**config.mk**
```make
export PLATFORM = sky130hd
export DESIGN_NAME = door_sequencer_flat
export DESIGN_NICKNAME = d
export VERILOG_FILES = /design/src/rtl/door_sequencer_if.sv /design/src/rtl/door_sequencer.sv /design/src/flat_wrapper.sv
export SDC_FILE = /design/constraint.sdc
export NUM_CORES = 1
export LEC_CHECK = 0
export BUFFER_PORTS_ARGS = -buffer_cell sky130_fd_sc_hd__buf_2
export CAP_MARGIN = 10
export CORE_MARGIN = 4
export CORE_UTILIZATION = 56
export CTS_BUF_LIST = sky130_fd_sc_hd__clkbuf_8 sky130_fd_sc_hd__clkbuf_16
export DETAILED_ROUTE_END_ITERATION = 16
export GPL_TIMING_DRIVEN = 1
export HOLD_SLACK_MARGIN = 0.15
export PLACE_DENSITY_LB_ADDON = 0.08
export SETUP_SLACK_MARGIN = 0.3
export SYNTH_ARGS = -nofsm -noshare
export SYNTH_HDL_FRONTEND = slang
export SYNTH_SLANG_ARGS = --single-unit
```
**constraint.sdc**
```tcl
create_clock -name clk -period 2.2 [get_ports clk]
set_input_delay 0.33 -clock clk [delete_from_list [all_inputs] [get_ports clk]]
set_output_delay 0.33 -clock clk [all_outputs]
set_load 0.02 [all_outputs]
```
**src/rtl/door_sequencer_if.sv**
```systemverilog
// rtl/door_sequencer_if.sv - door controller signal bundle between car controller and door drive
interface door_sequencer_if;
  logic       door_req;
  logic       car_moving;
  logic       open_btn;
  logic       close_btn;
  logic       obstruction;
  logic       weight_limit_exceeded;
  logic       motor_open;
  logic       motor_close;
  logic       door_is_open;
  logic       door_closed;
  logic       door_done;
  logic       move_permit;
  logic [1:0] reopen_count;
  logic       nudge;

  modport slave (
    input  door_req, car_moving, open_btn, close_btn, obstruction, weight_limit_exceeded,
    output motor_open, motor_close, door_is_open, door_closed, door_done, move_permit,
           reopen_count, nudge
  );

  modport master (
    output door_req, car_moving, open_btn, close_btn, obstruction, weight_limit_exceeded,
    input  motor_open, motor_close, door_is_open, door_closed, door_done, move_permit,
           reopen_count, nudge
  );
endinterface

```
**src/rtl/door_sequencer.sv**
```systemverilog
// rtl/door_sequencer.sv - cabin door open/hold/close sequencer with obstruction and overload interlock
// Optional nudge-close after repeated reopens is enabled by defining DOOR_NUDGE_EN.
module door_sequencer #(
  parameter int OPEN_TIME  = 4,
  parameter int HOLD_TIME  = 8,
  parameter int CLOSE_TIME = 4,
  parameter int MAX_REOPEN = 3,
  parameter int CNT_W      = 16
) (
  input  logic             clk,
  input  logic             rst,
  door_sequencer_if.slave  door
);

`ifdef DOOR_NUDGE_EN
  typedef enum logic [2:0] {S_CLOSED, S_OPENING, S_OPEN, S_CLOSING, S_NUDGE} state_t;
  localparam logic [CNT_W-1:0] L_NUDGE_LAST = CNT_W'(2 * CLOSE_TIME - 1);
`else
  typedef enum logic [2:0] {S_CLOSED, S_OPENING, S_OPEN, S_CLOSING} state_t;
`endif

  localparam logic [CNT_W-1:0] L_OPEN_LAST  = CNT_W'(OPEN_TIME - 1);
  localparam logic [CNT_W-1:0] L_HOLD_LAST  = CNT_W'(HOLD_TIME - 1);
  localparam logic [CNT_W-1:0] L_CLOSE_LAST = CNT_W'(CLOSE_TIME - 1);
  localparam int L_LONGEST = (OPEN_TIME > HOLD_TIME)
                           ? ((OPEN_TIME > 2 * CLOSE_TIME) ? OPEN_TIME : 2 * CLOSE_TIME)
                           : ((HOLD_TIME > 2 * CLOSE_TIME) ? HOLD_TIME : 2 * CLOSE_TIME);

  if (OPEN_TIME < 1 || HOLD_TIME < 1 || CLOSE_TIME < 1 || MAX_REOPEN < 1) begin : g_bad_time
    $error("door_sequencer: phase times and MAX_REOPEN must be >= 1");
  end
  if (CNT_W < 31 && (1 << CNT_W) <= L_LONGEST) begin : g_bad_width
    $error("door_sequencer: CNT_W too narrow for the longest phase");
  end

  state_t           r_state, w_state_next;
  logic [CNT_W-1:0] r_t, w_t_next;
  logic [1:0]       r_reopen, w_reopen_next;
  logic             r_done, w_done_next;
  logic             w_hold;
  logic             w_reopen_inc_sat;
  state_t           w_close_state;

  // Anything that keeps the door open in OPEN also forces a reopen in CLOSING.
  assign w_hold = door.open_btn | door.obstruction | door.weight_limit_exceeded;
  assign w_reopen_inc_sat = (r_reopen != 2'd3);

`ifdef DOOR_NUDGE_EN
  assign w_close_state = (int'(r_reopen) >= MAX_REOPEN) ? S_NUDGE : S_CLOSING;
`else
  assign w_close_state = S_CLOSING;
`endif

  always_comb begin
    w_state_next  = r_state;
    w_t_next      = r_t + 1'b1;
    w_reopen_next = r_reopen;
    w_done_next   = 1'b0;
    case (r_state)
      S_CLOSED: begin
        w_t_next = '0;
        if ((door.door_req | door.open_btn) & ~door.car_moving) w_state_next = S_OPENING;
      end
      S_OPENING: begin
        if (r_t == L_OPEN_LAST) w_state_next = S_OPEN;
      end
      S_OPEN: begin
        if (w_hold) w_t_next = '0;
        else if (door.close_btn || r_t == L_HOLD_LAST) w_state_next = w_close_state;
      end
      S_CLOSING: begin
        if (w_hold) begin
          w_state_next  = S_OPENING;
          w_reopen_next = r_reopen + {1'b0, w_reopen_inc_sat};
        end else if (r_t == L_CLOSE_LAST) begin
          w_state_next  = S_CLOSED;
          w_reopen_next = 2'd0;
          w_done_next   = 1'b1;
        end
      end
`ifdef DOOR_NUDGE_EN
      // Only overload can interrupt a nudge close; the count is already saturated here.
      S_NUDGE: begin
        if (door.weight_limit_exceeded) begin
          w_state_next = S_OPENING;
        end else if (r_t == L_NUDGE_LAST) begin
          w_state_next  = S_CLOSED;
          w_reopen_next = 2'd0;
          w_done_next   = 1'b1;
        end
      end
`endif
      default: w_state_next = S_CLOSED;
    endcase
    if (w_state_next != r_state) w_t_next = '0;
  end

  always_ff @(posedge clk) begin
    if (rst) begin
      r_state  <= S_CLOSED;
      r_t      <= '0;
      r_reopen <= 2'd0;
      r_done   <= 1'b0;
    end else begin
      r_state  <= w_state_next;
      r_t      <= w_t_next;
      r_reopen <= w_reopen_next;
      r_done   <= w_done_next;
    end
  end

  assign door.motor_open   = (r_state == S_OPENING);
  assign door.door_is_open = (r_state == S_OPEN);
  assign door.door_closed  = (r_state == S_CLOSED);
  assign door.door_done    = r_done;
  assign door.reopen_count = r_reopen;
  assign door.move_permit  = (r_state == S_CLOSED) & ~door.weight_limit_exceeded & ~door.door_req;
`ifdef DOOR_NUDGE_EN
  assign door.motor_close  = (r_state == S_CLOSING) | (r_state == S_NUDGE);
  assign door.nudge        = (r_state == S_NUDGE);
`else
  assign door.motor_close  = (r_state == S_CLOSING);
  assign door.nudge        = 1'b0;
`endif

endmodule

```
**src/flat_wrapper.sv**
```systemverilog
// flat-port wrapper written by rule: the top's interface ports become plain ports
module door_sequencer_flat 
#(
  parameter int OPEN_TIME  = 4,
  parameter int HOLD_TIME  = 8,
  parameter int CLOSE_TIME = 4,
  parameter int MAX_REOPEN = 3,
  parameter int CNT_W      = 16
)
  (clk, rst, door_door_req, door_car_moving, door_open_btn, door_close_btn, door_obstruction, door_weight_limit_exceeded, door_motor_open, door_motor_close, door_door_is_open, door_door_closed, door_door_done, door_move_permit, door_reopen_count, door_nudge);
  door_sequencer_if door_i ();
  input  logic clk;
  input  logic rst;
  input wire logic [$bits(door_i.door_req)-1:0] door_door_req;
  input wire logic [$bits(door_i.car_moving)-1:0] door_car_moving;
  input wire logic [$bits(door_i.open_btn)-1:0] door_open_btn;
  input wire logic [$bits(door_i.close_btn)-1:0] door_close_btn;
  input wire logic [$bits(door_i.obstruction)-1:0] door_obstruction;
  input wire logic [$bits(door_i.weight_limit_exceeded)-1:0] door_weight_limit_exceeded;
  output wire logic [$bits(door_i.motor_open)-1:0] door_motor_open;
  output wire logic [$bits(door_i.motor_close)-1:0] door_motor_close;
  output wire logic [$bits(door_i.door_is_open)-1:0] door_door_is_open;
  output wire logic [$bits(door_i.door_closed)-1:0] door_door_closed;
  output wire logic [$bits(door_i.door_done)-1:0] door_door_done;
  output wire logic [$bits(door_i.move_permit)-1:0] door_move_permit;
  output wire logic [$bits(door_i.reopen_count)-1:0] door_reopen_count;
  output wire logic [$bits(door_i.nudge)-1:0] door_nudge;
  assign door_i.door_req = door_door_req;
  assign door_i.car_moving = door_car_moving;
  assign door_i.open_btn = door_open_btn;
  assign door_i.close_btn = door_close_btn;
  assign door_i.obstruction = door_obstruction;
  assign door_i.weight_limit_exceeded = door_weight_limit_exceeded;
  assign door_motor_open = door_i.motor_open;
  assign door_motor_close = door_i.motor_close;
  assign door_door_is_open = door_i.door_is_open;
  assign door_door_closed = door_i.door_closed;
  assign door_door_done = door_i.door_done;
  assign door_move_permit = door_i.move_permit;
  assign door_reopen_count = door_i.reopen_count;
  assign door_nudge = door_i.nudge;
  door_sequencer #(.OPEN_TIME(OPEN_TIME), .HOLD_TIME(HOLD_TIME), .CLOSE_TIME(CLOSE_TIME), .MAX_REOPEN(MAX_REOPEN), .CNT_W(CNT_W)) u_core (.clk(clk), .rst(rst), .door(door_i));
endmodule
```
==> flow_summary_export.csv <==
group,metric,value,unit
global_route,via_count_of_the_first_global_routing_pass,1017,
final_layout,postLayoutCoreUtil,0.688,
synth,yosysWarnings,0,
clocking,clockRootBuffer,"clkbuf_8",
global_route,grt.met2_usage,0.279,
synth,synth.lib_cells_used.distinct,40,
floorplanning,die_height,55.3,µm
sta,setup_repair_after_global_routing_missed_its_margin,"false",
job,drv_cap,0,
clocking,htree_levels,1,
setup_path,regToRegEndpoint,"u_core.r_t[2]",
global_route,grt_remaining_overflow,0,
clocking,post_cts_setup_repair_bufs,0,
synth,post_synth_edffs,0,
global_route,global_routing_usage_on_met1,0.233,
setup_path,critPathKind,"register to register",
synth,yosys_register_bits,22,
final_layout,area.sequential,440,µm²
sta,layout_setup_ws,0.438,ns
sta,finalMaxSlewViolations,0,
global_route,grt_max_degree,17,
synth,seq_area_frac_synth,0.351,
placement,dpl.hpwl,1890,µm
global_route,groute.usage.overall,0.179,
setup_path,regToRegSetupSlack,0.44,ns
route,firstDrtPassIters,4,
outcome,status,"finished clean",
sta,setup_viol_count_final,0,
synth,mean_post_synth_cell_area,9.30,µm²
setup_path,critical_path.startpoint,"u_core.r_state[1]",
clocking,cts_sinks,22,
clocking,ctsLongestPathBuffers,2,
synth,synth_most_common_cell,"dfxtp_1",
route,vias_per_cell,5.87,
global_route,gr-usage-met3,0.0559,
synth,synth_async_sr_flop_share,0,
setup_path,critPathLaunchType,"register",
route,initial_drc_count,14,
placement,pre_cts_ws,0.410,ns
sta,fin_tns_setup,0,ns
sta,maxClockFrequency,567,MHz
power,cellLeakagePower,0.000482,µW
final_layout,nFillCells,193,
sta,period_share,0.801,
setup_path,worstReg2RegStart,"u_core.r_state[1]",
sta,timing.final.crit_period,1.76,ns
sta,fin_worst_skew,0.00683,ns
floorplanning,fp-row-count,16,
global_route,global_route.peak_usage_layer,"met2",
synth,postSynthCellCount,135,
final_layout,final_layout_size_suffix_gt1_frac,0.289,
clocking,clk_pin_slew,0.08,ns
setup_path,cp_max_fo,16,
setup_path,critical_path_required,2.37,ns
synth,synth.top_cell.area_share,0.351,
placement,gpl.final_weighted_congestion,0.776,
final_layout,design.final.nets,163,
clocking,tritoncts,"done",
synth,yosysTopAreaCell,"dfxtp_1",
floorplanning,dieArea,0.00306,mm²
route,wl_per_cell,14.5,µm
route,detailroute.via_count,1051,
clocking,clk_latency,0.27,ns
floorplanning,fp.coreArea,0.00204,mm²
placement,placement.io_buffers,15,
floorplanning,die_w,55.3,µm
synth,synth_top_area_cells,"dfxtp_1 35%, nor3_2 9.6%, xnor2_1 7.7%",
clocking,cts_resized,0,
final_layout,antenna_cells,0,
synth,yosys_most_used_dff,"dfxtp_1",
synth,yosys-top-cells-count,"22 x dfxtp_1, 12 x nor3_2, 11 x xnor2_1, 10 x nand3_1, 9 x nor3_1",
setup_path,crit_path_end_kind,"register",
route,wirelength,2590,µm
final_layout,syn2layout_area_growth,11.9,%
power,power_density,518,mW/mm²
setup_path,r2r_cells,4,
floorplanning,boundaryPins,17,
global_route,grt_pass1_wl,4530,µm
route,antenna_left,0,
floorplanning,floorplan.initialDensity,0.615,
synth,cell_area_synth,0.00125,mm²
hold_path,min_from,"rst",
sta,hold_slack,0.272,ns
hold_path,min-delay-path-class,"input port to register",
final_layout,multi_input_area,769,µm²
setup_path,timing.critical_path.to,"u_core.r_t[2]",
setup_path,timing.critical_path.arrival,1.93,ns
sta,hold_viol,0,
global_route,grt_antenna_before_repair,0,
clocking,ctsHoldBuffers,0,
route,drc,0,
clocking,number_of_clock_buffers_inserted_by_tritoncts,3,
power,ir_drop,0.000483,V
[worst min-delay path by stage]
| stage | end | cells past startpoint |
|---|---|---|
| 2_1_floorplan | u_core.door.reopen_count[1] | 1 |
| 3_3_place_gp | u_core.r_t[0] | 1 |
| 3_5_place_dp | u_core.r_t[0] | 1 |
| 4_1_cts | u_core.door.reopen_count[1] | 2 |
| 5_1_grt | u_core.door.reopen_count[1] | 2 |
| 6_report | u_core.door.reopen_count[0] | 2 |
[logic make-up after synthesis]
family	synth area share
multiplexers	0.00798
AND/OR/NAND/NOR	0.409
AO/OA/AOI/OAI	0.0688
XOR/XNOR	0.0977
other	0.00299
buffers and inverters	0.0429
adder cells (fa/ha/maj)	0.0199
flip-flops	0.351
[registers in the layout (all words and copies together) (netlist names)]
register and flops:
u_core.door.door_done 1, u_core.door.reopen_count 2, u_core.r_state 3, u_core.r_t 16
[cells in the final DEF (no fill, tap or decap), types with 3 or more instances in the layout]
cell	n
nor3_2	13
clkbuf_8	4
nand2_1	8
nor3_1	8
nand3_1	10
dfxtp_1	22
nor4_1	8
xor2_1	3
nor2_1	6
buf_2	15
inv_1	6
o21ai_0	3
xnor2_1	11
[worst max-delay path: stages, from the launching register on]
cell	delay (ns)
dfxtp_1	0.47
or4b_4	0.51
nand2_2	0.09
nand3_4	0.23
nor4_1	0.37
[power by group]
part           internal [µW]  total (µW)  switching, µW
registers                400         404           3.75
clock network            160         292            132
logic                   13.0        32.2           19.2
[layout make-up]
type / count / share of cell area
Multi-Input combinational cell: 104 / 0.548
Sequential cell: 22 / 0.314
Timing Repair Buffer: 16 / 0.0588
Tap cell: 27 / 0.0241
Clock buffer: 4 / 0.0392
Inverter: 6 / 0.0160
[stage by stage]
stage / cell area, µm² / total power, µW / cells
2_1_floorplan: 1260 / 432 / 136
3_3_place_gp: 1350 / 444 / 175
3_5_place_dp: 1350 / 445 / 175
4_1_cts: 1400 / 736 / 179
5_1_grt: 1400 / 750 / 179
6_report: 1400 / 728 / 179
[layer usage]
layer / vias up / wire, µm
met4: 0 / 34
met1: 503 / 1250
met3: 7 / 102
met5: - / 0
li1: 522 / -
met2: 19 / 1200
No activity file was read; power rests on OpenSTA's default activity.
